===== src/rtl/riscv_32im_pkg.sv =====
// riscv_32im_pkg: shared owner type and outstanding-depth default for the memory arbiter
package riscv_32im_pkg;
  typedef enum logic {OWN_IFU = 1'b0, OWN_LSU = 1'b1} T_MEM_OWNER;
  localparam int MAX_OUTSTANDING_DEFAULT = 2;
endpackage


===== src/rtl/mem_owner_fifo.sv =====
// mem_owner_fifo: in-order {owner, kill} queue with broadcast kill of IFU entries
module mem_owner_fifo
  import riscv_32im_pkg::*;
#(
  parameter int DEPTH = MAX_OUTSTANDING_DEFAULT
) (
  input  logic       clk_i,
  input  logic       rst_ni,
  input  logic       push_i,
  input  T_MEM_OWNER owner_i,
  input  logic       kill_i,
  input  logic       pop_i,
  output logic       empty_o,
  output logic       full_o,
  output T_MEM_OWNER owner_o,
  output logic       kill_o
);
  localparam int PW = DEPTH > 1 ? $clog2(DEPTH) : 1;
  localparam int CW = $clog2(DEPTH + 1);
  T_MEM_OWNER       r_owner [DEPTH];
  logic [DEPTH-1:0] r_kill;
  logic [PW-1:0]    r_rd, r_wr;
  logic [CW-1:0]    r_count;
  logic             w_push, w_pop;
  function automatic logic [PW-1:0] nxt(input logic [PW-1:0] p);
    return (p == PW'(DEPTH - 1)) ? '0 : p + 1'b1;
  endfunction
  always_comb begin
    empty_o = r_count == '0;
    full_o  = r_count == CW'(DEPTH);
    w_push  = push_i && !full_o;
    w_pop   = pop_i && !empty_o;
    owner_o = r_owner[r_rd];
    // a flush in the same cycle as the pop still kills that response
    kill_o  = r_kill[r_rd] || (kill_i && r_owner[r_rd] == OWN_IFU);
  end
  always_ff @(posedge clk_i) begin
    if (!rst_ni) begin
      r_rd    <= '0;
      r_wr    <= '0;
      r_count <= '0;
      r_kill  <= '0;
    end else begin
      for (int k = 0; k < DEPTH; k++)
        if (kill_i && r_owner[k] == OWN_IFU) r_kill[k] <= 1'b1;
      if (w_push) begin
        r_owner[r_wr] <= owner_i;
        r_kill[r_wr]  <= kill_i && owner_i == OWN_IFU;
        r_wr          <= nxt(r_wr);
      end
      if (w_pop) r_rd <= nxt(r_rd);
      r_count <= r_count + CW'(w_push) - CW'(w_pop);
    end
  end
endmodule


===== src/rtl/mem_arbiter.sv =====
// mem_arbiter: round-robin IFU/LSU arbiter onto one memory port with in-order response routing
module mem_arbiter
  import riscv_32im_pkg::*;
#(
  parameter int MAX_OUTSTANDING = MAX_OUTSTANDING_DEFAULT
) (
  input  logic        clk_i,
  input  logic        rst_ni,
  input  logic        flush_i,
  input  logic        ifu_req_valid_i,
  output logic        ifu_req_ready_o,
  input  logic [31:0] ifu_req_addr_i,
  input  logic        lsu_req_valid_i,
  output logic        lsu_req_ready_o,
  input  logic [31:0] lsu_req_addr_i,
  input  logic        lsu_req_we_i,
  input  logic [31:0] lsu_req_wdata_i,
  input  logic [3:0]  lsu_req_be_i,
  output logic        mem_req_valid_o,
  input  logic        mem_req_ready_i,
  output logic [31:0] mem_req_addr_o,
  output logic        mem_req_we_o,
  output logic [31:0] mem_req_wdata_o,
  output logic [3:0]  mem_req_be_o,
  input  logic        mem_rsp_valid_i,
  input  logic [31:0] mem_rsp_rdata_i,
  output logic        ifu_rsp_valid_o,
  output logic [31:0] ifu_rsp_rdata_o,
  output logic        lsu_rsp_valid_o,
  output logic [31:0] lsu_rsp_rdata_o
);
  T_MEM_OWNER r_last_grant, r_lock_owner, w_owner, w_rsp_owner;
  logic       r_locked, w_full, w_empty, w_rsp_kill, w_own_valid, w_xfer, w_pop;
  always_comb begin
    // a stalled request keeps its owner so mem_req_* stays stable until accepted
    w_owner = r_locked ? r_lock_owner
            : (ifu_req_valid_i && lsu_req_valid_i) ? ((r_last_grant == OWN_IFU) ? OWN_LSU : OWN_IFU)
            : lsu_req_valid_i ? OWN_LSU : OWN_IFU;
    w_own_valid     = (w_owner == OWN_LSU) ? lsu_req_valid_i : ifu_req_valid_i;
    mem_req_valid_o = rst_ni && !w_full && w_own_valid;
    ifu_req_ready_o = rst_ni && !w_full && mem_req_ready_i && w_owner == OWN_IFU;
    lsu_req_ready_o = rst_ni && !w_full && mem_req_ready_i && w_owner == OWN_LSU;
    mem_req_addr_o  = !rst_ni ? '0 : (w_owner == OWN_LSU) ? lsu_req_addr_i : ifu_req_addr_i;
    mem_req_we_o    = rst_ni && w_owner == OWN_LSU && lsu_req_we_i;
    mem_req_wdata_o = (rst_ni && w_owner == OWN_LSU) ? lsu_req_wdata_i : '0;
    mem_req_be_o    = !rst_ni ? '0 : (w_owner == OWN_LSU) ? lsu_req_be_i : 4'hF;
    w_xfer          = mem_req_valid_o && mem_req_ready_i;
    w_pop           = rst_ni && mem_rsp_valid_i && !w_empty;
    lsu_rsp_valid_o = w_pop && w_rsp_owner == OWN_LSU;
    ifu_rsp_valid_o = w_pop && w_rsp_owner == OWN_IFU && !w_rsp_kill;
    ifu_rsp_rdata_o = ifu_rsp_valid_o ? mem_rsp_rdata_i : '0;
    lsu_rsp_rdata_o = lsu_rsp_valid_o ? mem_rsp_rdata_i : '0;
  end
  always_ff @(posedge clk_i) begin
    if (!rst_ni) begin
      r_last_grant <= OWN_IFU;
      r_lock_owner <= OWN_IFU;
      r_locked     <= 1'b0;
    end else begin
      if (w_xfer) r_last_grant <= w_owner;
      r_locked     <= mem_req_valid_o && !mem_req_ready_i;
      r_lock_owner <= w_owner;
    end
  end
  mem_owner_fifo #(.DEPTH(MAX_OUTSTANDING)) u_fifo (
    .clk_i   (clk_i),
    .rst_ni  (rst_ni),
    .push_i  (w_xfer),
    .owner_i (w_owner),
    .kill_i  (flush_i),
    .pop_i   (w_pop),
    .empty_o (w_empty),
    .full_o  (w_full),
    .owner_o (w_rsp_owner),
    .kill_o  (w_rsp_kill)
  );
endmodule


===== config.mk =====
export PLATFORM = sky130hd
export DESIGN_NAME = mem_arbiter
export DESIGN_NICKNAME = d
export VERILOG_FILES = /design/src/rtl/riscv_32im_pkg.sv /design/src/rtl/mem_owner_fifo.sv /design/src/rtl/mem_arbiter.sv
export SDC_FILE = /design/constraint.sdc
export NUM_CORES = 1
export LEC_CHECK = 0
export ABC_AREA = 0
export CAP_MARGIN = 20
export CORE_AREA = 2 2 106 108
export DETAILED_ROUTE_END_ITERATION = 8
export DIE_AREA = 0 0 108 110
export SLEW_MARGIN = 30
export SYNTH_ARGS = -nofsm -noshare
export SYNTH_HDL_FRONTEND = slang
export SYNTH_SLANG_ARGS = --single-unit

===== constraint.sdc =====
create_clock -name clk_i -period 2 [get_ports clk_i]
set_input_delay 0.2 -clock clk_i [delete_from_list [all_inputs] [get_ports clk_i]]
set_output_delay 0.2 -clock clk_i [all_outputs]
set_load 0.02 [all_outputs]

==> metrics.md <==
| Metric | Value |
|---|---|
| Status | `finished, final reports clean` |
| Post-Syn Instances | `289` |
| Prevailing post-synth register cell | `dfxtp_1` |
| Layout cells sized above 1 | `33.90%` |
| Final Cycle Share | `97.98%` |
| Final #Nets | `726` |
| Gr ovfl total | `0` |
| Initial antenna violation count | `0` |
| Core Region | `between 10,000 and 15,000 um2` |
| CP Launch Type | `register` |
| Die ar. | `11,880 um2` |
| Finish-stage setup viols | `0` |
| Vias in the first global route | `3,045` |
| Ys async rst share | `0%` |
| Worst slew pin tran | `0.5126 ns` |
| Peak supply drop | `~0.18 mV` |
| Mapped Area | `1889 um2` |
| Worst hold path type | `input port to register` |
| HPWL after detailed placement | `8672 um` |
| Setup TNS | `0 ns` |
| Max_slew headroom | `about two thirds` |
| Diode count | `0` |
| CTS tree | `yes` |
| Post-layout min period | `1.960 ns` |
| Avg WL per Cell | `15.19 um` |
| WP data arrival | `1.76 ns` |
| Req. time, crit path | `1.80 ns` |
| Synth-to-Final Area Change | `151.7%` |
| Post-synth EDFFs | `2` |
| Sequential share of the synthesized area | `13.77%` |
| Min Hold Slack | `0.4743 ns` |
| Crit end category | `output pin` |
| Unrepaired setup endpoints after global routing | `yes` |
| Net count after synthesis | `430` |
| Rows | `38` |
| Die Span X | `108 um` |
| CTS Sinks | `12` |
| Io pins | `278` |
| Pleak | `2.443 nW` |
| Skew final | `0.01006 ns` |
| Initial Util | `17.66%` |
| Mean Syn Cell Area | `around 6.5 um2` |
| Worst-Skew Late Latency | `0.25 ns` |
| Fin. Hold Viols | `0` |
| Largest net degree at the start of global routing | `85` |
| Die height | `110 um` |
| Drt total wl | `11,000 um` |
| Worst-path clk slew | `0.06 ns` |
| Max cap viols | `0` |
| Clock Tree Buf Depth | `2` |
| First-pass GRT wire length | `15,490 um` |
| Yosys cell types | `43` |
| Drt drc | `0` |
| Yosys warnings | `0` |
| Final RePlAce weighted congestion | `0.8610` |
| Num CTS Buffers | `3` |
| H-tree Lvls | `1` |
| Kind of critical path | `register to output pin` |
| First-pass DRT Iterations | `5` |
| Total GRT Usage | `~16%` |
| DR vias | `3,165` |
| PwrDens | `approximately 330 nW/um2` |
| Highest clock rate | `510.3 MHz` |
| Final-report max-slew violation count | `0` |
| Initial DRC Count | `80` |
| Number of synthesized register bits | `12` |
| Flop-to-flop setup slack | `0.14 ns` |
| Crit-path max FO | `4` |
| Antenna-violating nets left | `0` |
| Port Buffers | `277` |
| DR vias/cell | `approximately 4.4` |
| Fillers | `around 1,100` |
| CTS root buf | `clkbuf_8` |
==> worst max-delay path, stage by stage (launching register included) <==
cell and delay (ns):
dfxtp_2 0.33, mux2_4 0.31, nor4b_4 0.26, buf_4 0.17
buf_6 0.09, buf_6 0.11, and2_4 0.14, buf_6 0.11
==> cells in the final DEF (no fill, tap or decap), types with 8 or more instances in the layout <==
master,count
and2_4,9
buf_4,34
buf_12,8
dfxtp_1,9
and2_1,59
clkdlybuf4s50_1,137
buf_2,53
nand2_1,70
and3_1,34
a21boi_0,20
clkbuf_2,51
buf_6,19
a21boi_1,11
==> per-stage QoR <==
step,util [%],instance area (um2),std cells,power [W],setup WS (ns)
final,44.44,4755,724,0.001588,0.04036
after global routing,44.44,4755,724,0.001689,-0.05368
after CTS,44.46,4756,715,0.001539,-0.01956
after detailed placement,45.91,4911,703,0.001313,-0.3908
after global placement,45.91,4911,703,0.001305,-0.3655
after floorplan,-,1889,289,0.0006963,0.2465
==> synth_stat cells (2+ instances only) <==
| cell type | number | area share (%) |
|---|---|---|
| nand2_1 | 70 | 14 |
| edfxtp_1 | 2 | 3.2 |
| buf_6 | 3 | 1.8 |
| nor2_1 | 4 | 0.79 |
| xnor2_1 | 2 | 0.93 |
| and2_1 | 68 | 23 |
| a21boi_0 | 32 | 13 |
| nor3_1 | 2 | 0.53 |
| buf_2 | 8 | 2.1 |
| clkbuf_1 | 14 | 2.8 |
| a21oi_1 | 2 | 0.53 |
| inv_1 | 3 | 0.60 |
| and3_1 | 36 | 12 |
| or3_1 | 2 | 0.66 |
| dfxtp_1 | 10 | 11 |
| o21a_1 | 4 | 1.6 |
==> where the power goes <==
group          total (W)  leakage, nW  switching, W  internal, W
clock network   0.000270       0.0288     0.0000957     0.000174
registers       0.000285        0.101     0.0000163     0.000269
logic            0.00103         2.31      0.000463     0.000570
total            0.00159         2.44      0.000575      0.00101
==> layout make-up <==
cell class              instances  area, um2  share of cell area (%)
well taps                     140      175.2                   3.684
inverters                       4      17.52                  0.3684
repair buffers                317       2719                   57.18
multi-input cells             247       1526                   32.11
clock buffers                   4      55.05                   1.158
flip-flops and latches         12      261.5                   5.500
==> kinds of logic after synthesis <==
logic type / share of synthesized area (%)
adders and majority gates: 0.6621
muxes: 1.126
AOI/OAI and AO/OA: 19.27
DFF: 13.77
buffers and inverters: 7.881
xor gates and xnor gates: 0.9273
and+or+nand+nor: 56.36
==> routing by layer <==
metal  share of wire [%]  wire length (um)  global-route usage [%]
met2                  55              5999                   32.70
met5                   0                 0                       0
met1                  34              3768                   16.91
met3                 9.9              1090                   4.350
met4                 1.3               140                   3.571
==> what timing repair did <==
action                                  CTS  global route
resized for setup                       427           137
endpoints found under the setup margin  133           130
cloned                                    2             3
hold buffers                              0             0
buffers inserted                          6             7
pin swaps                                 0             8
==> registers in the layout, indices dropped and copies added (netlist names), named ones only <==
| name | count |
|---|---|
| r_last_grant | 1 |
| r_lock_owner | 1 |
| r_locked | 1 |
| u_fifo.r_count | 2 |
| u_fifo.r_kill | 2 |
| u_fifo.r_owner | 2 |
| u_fifo.r_rd | 1 |
| u_fifo.r_wr | 1 |
==> path summary, 6_finish.rpt <==
| path | cells past startpoint | end | startpoint |
|---|---|---|---|
| setup / recovery | 7 | ifu_rsp_rdata_o[9] | u_fifo.r_rd |
| hold / removal | 3 | u_fifo.r_count[1] | rst_ni |
| setup reg to reg | 6 | u_fifo.r_count[1] | u_fifo.r_count[0] |
| hold reg to reg | 2 | r_last_grant | r_last_grant |
Power figures use the tool's default switching activity.
==> RTL edit (same flow settings) <==
`MAX_OUTSTANDING_DEFAULT`: 2 -> 1.
--- a/src/rtl/riscv_32im_pkg.sv
+++ b/src/rtl/riscv_32im_pkg.sv
@@ -3,3 +3,3 @@
   typedef enum logic {OWN_IFU = 1'b0, OWN_LSU = 1'b1} T_MEM_OWNER;
-  localparam int MAX_OUTSTANDING_DEFAULT = 2;
+  localparam int MAX_OUTSTANDING_DEFAULT = 1;
 endpackage
Behaviour: not the same (Yosys sat finds a counterexample within 4 cycles, from zero or initial values and one cycle with rst_ni low).
==> RTL edit against the unedited design <==
Sequential cell count down 6. Fmax up 2.4%. Setup slack better by 45 ps. Critical endpoint is now mem_req_wdata_o[29]. Power down 30%. Critical path type is now in -> out. Area after synthesis down 17%. Design area down 8.9%. Sequential share of layout area down 2.5 points. Critical path depth unchanged. Routed wire length down 14%. Largest cell class unchanged. Non-clock buffer count down 23. First-iteration DRC count up 53%. Highest routed layer unchanged. Sequential power down 52%.
==> RTL edit: results (changes against the unedited design) <==
wire per inst: 14.16 um (-6.8%)
Worst-Skew Late Latency: 220 ps (-30 ps)
Critical Path AT: 1710 ps (-50 ps)
Met2 Routed Length: 5017 um (-16%)
Layout Skew: 1.056 ps (-9.001 ps)
vias post-DR: 2731 (-14%)
Leakage: 2.262 nW (-7.4%)
largest net degree at the start of global routing: 76 (-11%)
GR Layer Usage met3: 5.056% (+0.71 points)
vias in the first global route: 2637 (-13%)
Crit Path Max Fanout: 29 (+25)
Critical Path Slowest Stage Cell: clkdlybuf4s50_1
post-synthesis adder-cell area fraction: 0% (-0.66 points)
VDD IR-drop max: 0.0001409 V (-22%)
outcome: complete, no violations
Post-synth EDFFs: 1 (-1)
Post-CTS Setup Bufs: 0 (-6)
hold path cells: 2 (-1)
DP Area: 4523 um2 (-7.9%)
Initial DRT Pass Iterations: 4 (-1)
via/cell ratio: 4.076 (-6.8%)
Global Route met1 Usage: 13.87% (-3.0 points)
met2 usage: 28.26% (-4.4 points)
Final Wtd Congestion: 0.7834 (-9.0%)
post-synthesis sequential area ratio: 8.347% (-5.4 points)
==> RTL edit: power by group <==
| group | total (mW) | switching (mW) | internal, mW |
|---|---|---|---|
| Combinational | 0.783 | 0.352 | 0.431 |
| Sequential | 0.138 | 0.00635 | 0.132 |
| Clock | 0.191 | 0.0536 | 0.137 |
==> RTL edit: final timing paths <==
path,from,end,slack (ps)
worst max-delay path,lsu_req_valid_i,mem_req_wdata_o[29],90
worst max register to register,r_locked,r_last_grant,560
worst min-delay path,r_last_grant,r_last_grant,470
worst min register to register,r_last_grant,r_last_grant,470
==> RTL edit: layout make-up <==
type	instances	area, um2
Tap cell	140	175.2
Fill cell	1155	6369
Inverter	2	7.507
Timing Repair Buffer	294	2661
Multi-Input combinational cell	224	1310
Clock buffer	4	45.04
Sequential cell	6	130.1
==> RTL edit: worst reg2reg max path, stage by stage, from the launching register on <==
cell       delay (ps)
dfxtp_1           320
nand2_1            90
a21boi_4          230
inv_2              90
buf_8             170
buf_4             140
and2_1            160
o2bb2ai_1         120
